`src/rtl/rom_arbiter.sv`:
```
// Two-port read arbiter for the shared program ROM: CPU has fixed priority,
// aux is protected by a starvation guard; read-valid follows each grant after RD_LAT cycles.
module rom_arbiter #(
    parameter int ADDR_W     = 15,
    parameter int DATA_W     = 8,
    parameter int RD_LAT     = 1,
    parameter int STARVE_MAX = 8
) (
    input  logic              clk,
    input  logic              sys_rst_n,
    input  logic              cpu_req,
    input  logic [ADDR_W-1:0] cpu_addr,
    output logic              cpu_gnt,
    output logic              cpu_rvalid,
    output logic [DATA_W-1:0] cpu_rdata,
    input  logic              aux_req,
    input  logic [ADDR_W-1:0] aux_addr,
    output logic              aux_gnt,
    output logic              aux_rvalid,
    output logic [DATA_W-1:0] aux_rdata,
    output logic [ADDR_W-1:0] rom_addr,
    input  logic [DATA_W-1:0] rom_data,
    output logic              aux_starving
);

    localparam logic [7:0] STARVE_LIM = 8'(STARVE_MAX);
    localparam bit         GUARD_ON   = (STARVE_MAX != 0);

    logic [7:0]        starve_cnt;
    logic [ADDR_W-1:0] last_addr;
    logic [RD_LAT-1:0] cpu_pipe;
    logic [RD_LAT-1:0] aux_pipe;
    logic              at_limit;
    logic              aux_wins;
    logic              gnt_any;

    // Grants are combinational and held low while reset is asserted.
    always_comb begin
        at_limit = GUARD_ON && (starve_cnt == STARVE_LIM);
        aux_wins = aux_req && (!cpu_req || at_limit);
        cpu_gnt  = sys_rst_n && cpu_req && !aux_wins;
        aux_gnt  = sys_rst_n && aux_wins;
        gnt_any  = cpu_gnt || aux_gnt;
        rom_addr = last_addr;
        if (aux_gnt) begin
            rom_addr = aux_addr;
        end else if (cpu_gnt) begin
            rom_addr = cpu_addr;
        end
    end

    assign aux_starving = at_limit;

    // Counts consecutive denied aux cycles; with STARVE_MAX=0 the limit is 0 and it never moves.
    always_ff @(posedge clk or negedge sys_rst_n) begin
        if (!sys_rst_n) begin
            starve_cnt <= 8'd0;
        end else if (!aux_req || aux_gnt) begin
            starve_cnt <= 8'd0;
        end else if (starve_cnt != STARVE_LIM) begin
            starve_cnt <= starve_cnt + 8'd1;
        end
    end

    always_ff @(posedge clk or negedge sys_rst_n) begin
        if (!sys_rst_n) begin
            last_addr <= '0;
        end else if (gnt_any) begin
            last_addr <= rom_addr;
        end
    end

    // The {valid, owner} pipeline is kept one-hot as a CPU and an aux bit per stage,
    // so the last stage drives both rvalid outputs straight from flops.
    generate
        if (RD_LAT == 1) begin : g_lat1
            always_ff @(posedge clk or negedge sys_rst_n) begin
                if (!sys_rst_n) begin
                    cpu_pipe <= '0;
                    aux_pipe <= '0;
                end else begin
                    cpu_pipe <= cpu_gnt;
                    aux_pipe <= aux_gnt;
                end
            end
        end else begin : g_latn
            always_ff @(posedge clk or negedge sys_rst_n) begin
                if (!sys_rst_n) begin
                    cpu_pipe <= '0;
                    aux_pipe <= '0;
                end else begin
                    cpu_pipe <= {cpu_pipe[RD_LAT-2:0], cpu_gnt};
                    aux_pipe <= {aux_pipe[RD_LAT-2:0], aux_gnt};
                end
            end
        end
    endgenerate

    assign cpu_rvalid = cpu_pipe[RD_LAT-1];
    assign aux_rvalid = aux_pipe[RD_LAT-1];
    assign cpu_rdata  = rom_data;
    assign aux_rdata  = rom_data;

endmodule
```
`config.mk`:
```
export PLATFORM = sky130hd
export DESIGN_NAME = rom_arbiter
export DESIGN_NICKNAME = d
export VERILOG_FILES = /design/src/rtl/rom_arbiter.sv
export SDC_FILE = /design/constraint.sdc
export NUM_CORES = 1
export LEC_CHECK = 0
export ABC_AREA = 1
export BUFFER_PORTS_ARGS = -buffer_cell sky130_fd_sc_hd__buf_2
export CORE_UTILIZATION = 44
export DETAILED_ROUTE_END_ITERATION = 10
export PLACE_DENSITY = 0.79
export SYNTH_ARGS = -nofsm -noshare
export SYNTH_HDL_FRONTEND = slang
export SYNTH_SLANG_ARGS = --single-unit
```
`constraint.sdc`:
```
create_clock -name clk -period 1.65 [get_ports clk]
set_input_delay 0.165 -clock clk [delete_from_list [all_inputs] [get_ports clk]]
set_output_delay 0.165 -clock clk [all_outputs]
set_load 0.005 [all_outputs]
```
---- After elaboration in Yosys (flattened, before gate mapping) ----
Cells that the tools add are included.
storage, ports and cells
  bits in registers ....................... 25
  output and inout bits ................... 36
  logic and storage cells ................. 22
operators by class
  add/subtract/negate cells ............... 1
  equality and inequality tests ........... 2
  multiplexer cells ....................... 4
  reductions and logical operators ........ 11
operators by type and width
  cell                 count
  $mux 15              2
  $mux 8               2
  $add 8x1->8 const B  1
  $eq 8x4->1 const B   1
  $ne 8x4->1 const B   1
  $logic_and 1x1->1    4
  $logic_not 1->1      3
  $logic_or 1x1->1     3
  $reduce_bool 2->1    1

---- Longest topological paths before layout ----
  depth after elaboration ................. 7
  gate-level depth with buffers ........... 9
  depth with buffers taken out ............ 9

---- Worst setup path after synthesis ----
No wires, ideal clock.
  kind .................................... reg-to-output
  start ................................... register starve_cnt[0]
  end ..................................... output port rom_addr[10]
  data arrival time ....................... 1356 ps
  data required time ...................... 1485 ps
  slack ................................... 129 ps
  stages on the path, launching flop included .. 8
  path buffers ............................ 1
  path through ............................ dfrtp_1 -> inv_1 -> ha_1 -> nand3_2 -> o21ai_4 -> buf_4 -> nand4_1 -> nand3_1
on the way
  longest elaborated chain between the ends .. 7
  elaborated cells on any way between the ends .. 8
  classes of those cells .................. eq/ne: 1; mux: 2; reduce/logical: 5
ends and longest elaborated chain
  item                      line  RTL
  start: declaration        29    logic [7:0] starve_cnt;
  start signal: assignment  61    starve_cnt <= starve_cnt + 8'd1;
  $eq 8x4->1 (*)            39    at_limit = GUARD_ON && (starve_cnt == STARVE_LIM);
  $logic_or 1x1->1 (*)      40    aux_wins = aux_req && (!cpu_req || at_limit);
  $logic_and 1x1->1 (*)     40
  $logic_not 1->1           41    cpu_gnt = sys_rst_n && cpu_req && !aux_wins;
  $logic_and 1x1->1         41
  $mux 15                   47    end else if (cpu_gnt) begin
  $mux 15 (*)               45    if (aux_gnt) begin
  end: declaration          21    output logic [ADDR_W-1:0] rom_addr,
Every way passes the cells marked *; elsewhere a longest branch is shown, timed or not.

---- Worst setup path in the final report ----
  start ................................... register starve_cnt[1]
  end ..................................... output port cpu_gnt
on the way
  longest elaborated chain between the ends .. 5
ends and longest elaborated chain
  item               line  RTL
  $eq 8x4->1         39
  $logic_or 1x1->1   40
  $logic_and 1x1->1  40
  $logic_not 1->1    41
  $logic_and 1x1->1  41
  end: declaration   13    output logic cpu_gnt,
Every way passes these cells.

==> metrics.md <==
| Metric | Value |
|---|---|
| Status | complete, but fails checks |
| Failing checks | setup timing |
| Minimum clock period | 1960 ps |
| Mapped Avg Cell Area | 8.27 um2 |
| Primary FF master, synth | dfrtp_1 |
| Finished Layout Cells | 280 |
| CTS tree | yes |
| Int Pwr | 935 uW |
| Initial DRC Count | 25 |
| GRT Util Overall | 23.9% |
| Final setup fails | 20 |
| Total power | 1330 uW |
| Antenna Violating Nets Remaining | 0 |
| Path depth of the worst reg2reg path | 10 |
| CTS Buf Count | 3 |
| Hold Crit Class | in -> reg |
| Port Buf Inserts | 53 |
| Row Count | 20 |
| Crit path capture type | primary output |
| Grt total ovfl | 0 |
| Critical Path End | cpu_gnt |
| Pin count of the biggest net entering global routing | 22 |
| Filler cells | 279 |
| Core footprint | 3100 um2 |
| Top post-synthesis cells by count | nand3_1 (47), dfrtp_1 (25), nand2_1 (23), buf_4 (17), nand4_1 (15) |
| Sw Share | 29.9% |
| Clock Latency Late Sink | 320 ps |
| Root Buffer | clkbuf_4 |
| Max transition margin | 39.8% |
| Number of synthesized register bits | 25 |
| Top cell type's share of synthesized area | 43.0% |
| Total number of vias | 1461 |
| Crit path DAT | 1790 ps |
| Fin crit share | 119% |
| WL per Instance | 14.1 um |
| Worst reg2reg setup slack | -60 ps |
| Top delay family on crit path | buffers and inverters |
| GP Congestion | 0.814 |
| Clock sink count | 25 |
| Register area share after synthesis | 43.0% |
| DP Worst Slack | -45.2 ps |
| Vias in the first global route | 1393 |
| Placed inst area | 1680 um2 |
| Synth-to-layout area growth | 33.8% |
| Comb pwr share | 27.8% |
| Placed Cells | 259 |
| Mapped Cells | 176 |
| Largest cells by area after synthesis | dfrtp_1 (43%), nand3_1 (16%), buf_4 (8.8%) |
| Kind of critical path | reg -> out |
| Leak | 0.00106 uW |
| Critical-path cell list | inv_2, ha_4, nand3_4, o21ai_4, buf_12, buf_6, a21oi_1, buf_2 |
| Post-synth EDFFs | 0 |
| Setup crit start | starve_cnt[1] |
| Initial antenna violation count | 0 |
| Slew @ Worst Pin | 900 ps |
| Final worst slack | -307 ps |
| Final wirelength | 3950 um |
| Max-slew violations | 0 |
| Starting Density | 46.9% |
| Netlist Area Pre-Place | 1460 um2 |
| Ratio of cells with drive above 1 in the final layout | 43.2% |
| CP startpoint kind | flop |
| Reg2Reg Launch Point | starve_cnt[1] |
| Max stage delay on crit path | 390 ps |
| Clock share of power | 20.8% |
| HPWL after DPL | 2570 um |
| Critical path depth | 8 |
| Post-synth ARST share | 100% |
| I/O Pins | 78 |
| Pwr Density | 684 nW/um2 |
| Seq pwr share | 51.4% |
| YS warnings | 0 |
| DIE HEIGHT | 59.5 um |
| Worst R2R End | starve_cnt[1] |
| Worst vdd ir | 0.000436 V |
| Vias per cell | 5.22 |
| Largest area contributor in the netlist | dfrtp_1 |
| Net Count, Synth | 220 |
| Chip width | 59.5 um |
| Clock Skew | 2.39 ps |
| First-pass GRT wire length | 6220 um |
| CP max FO | 6 |
| H-tree Lvls | 1 |
| Net Switching | 398 uW |
| Ant. Diodes | 0 |
| Max Cap Violations | 0 |
| Distinct cell type count after synthesis | 19 |
| Min Hold Slack | 83.1 ps |
| Clock tree buffer depth | 2 |
| Fin nets | 281 |
| Clock transition at the registers of the reported paths | 130 ps |
| Die area | 3540 um2 |
| F_max | 0.511 GHz |
| Final Hold Viols | 0 |
| Iteration count of the initial detailed-routing pass | 4 |
| Unrepaired setup endpoints after global routing | yes |
| Slowest cell on crit path | dfrtp_1 |
| Worst EP required | 1480 ps |
| Post-route cell area | 1950 um2 |
| Most numerous cell in the Yosys netlist | nand3_1 |
| Detailed-route DRC error count | 0 |
| Worst Path Buf+Inv | 4 |
-- kinds of logic (layout without fill, tap and decap cells) --
kind of cell,count (synthesis),after routing,share of synthesized area [%]
buf+inv,36,95,14.7
compound gates,5,5,2.75
xor+xnor,6,6,3.61
flops,25,25,43.0
simple gates,102,103,34.3
fa+ha+maj,2,2,1.72
-- tightest hold or removal path: cells and delay by family --
family,cells,cell delay [ps]
AND/OR/NAND/NOR,2,130
buffers and inverters,1,80
-- per-stage QoR --
stage,setup TNS (ps),utilization [%]
floorplan,0,-
global placement,0,54.2
detailed placement,-223,54.2
CTS,-4330,61.2
global route,-6950,62.8
finish,-4880,62.8
-- cells in the final DEF, fill, tap and decap left out --
cell           synthesis  final
a21oi_1                1      1
buf_12                 0      1
buf_2                  6     53
buf_4                 17     20
buf_6                  1      2
buf_8                  0      1
clkbuf_4               0      3
clkinv_2               0      1
dfrtp_1               25     25
dlygate4sd3_1          0      2
ha_1                   2      1
ha_4                   0      1
inv_1                 12      9
inv_2                  0      3
nand2_1               23     22
nand2_2                0      1
nand2_4                1      2
nand3_1               47     37
nand3_2                2     11
nand3_4                0      1
nand4_1               15     15
nor2_1                14     13
nor2_2                 0      1
o2111ai_1              1      1
o21ai_0                1      1
o21ai_1                1      1
o21ai_4                1      1
xnor2_1                1      1
xor2_1                 5      5
-- worst min path at each step --
stage / startpoint / depth (start not counted) / slack, ps / endpoint
2_1_floorplan: sys_rst_n / 0 / -130 / aux_rvalid
6_report: cpu_addr[0] / 3 / 80 / last_addr[0]
4_1_cts: cpu_addr[0] / 3 / 80 / last_addr[0]
3_3_place_gp: sys_rst_n / 2 / 130 / last_addr[6]
3_5_place_dp: sys_rst_n / 2 / 140 / last_addr[8]
5_1_grt: cpu_addr[5] / 3 / 80 / last_addr[5]
-- power by group through the flow --
stage,sequential (uW),combinational [uW],clock [uW]
2_1_floorplan,695,194,0
3_3_place_gp,694,305,0
3_5_place_dp,696,312,0
4_1_cts,684,365,288
5_1_grt,691,411,316
6_report,685,370,278
-- final cells by class --
type                            instances  area (um2)  area share, %
Multi-Input combinational cell        116         703           36.1
Clock buffer                            3        22.5           1.16
Tap cell                               44        55.1           2.82
Timing Repair Buffer                   79         493           25.3
Inverter                               12        45.0           2.31
Clock inverter                          1        5.00          0.257
Sequential cell                        25         626           32.1
-- per-layer routing --
layer	global-route usage, %	vias up	routed length (um)
met1	29.5	691	1560
met2	41.3	54	2080
met3	3.28	12	202
met5	0	-	0
met4	10.6	0	107
li1	-	704	-
-- what timing repair did --
item / 4_1_cts / 5_1_grt
buffers inserted: 9 / 4
pin swaps: 17 / 3
resized for setup: 19 / 5
setup endpoints to repair: 25 / 25
endpoints found under the hold margin: 25 / 0
gates cloned: 2 / 0
hold buffers: 2 / 0
-- flip-flops by register name, summed over array words and instances, names as in the netlist --
signal and count:
last_addr 15, cpu_rvalid 1, aux_rvalid 1, starve_cnt 8
(Power assumes the default switching activity.)
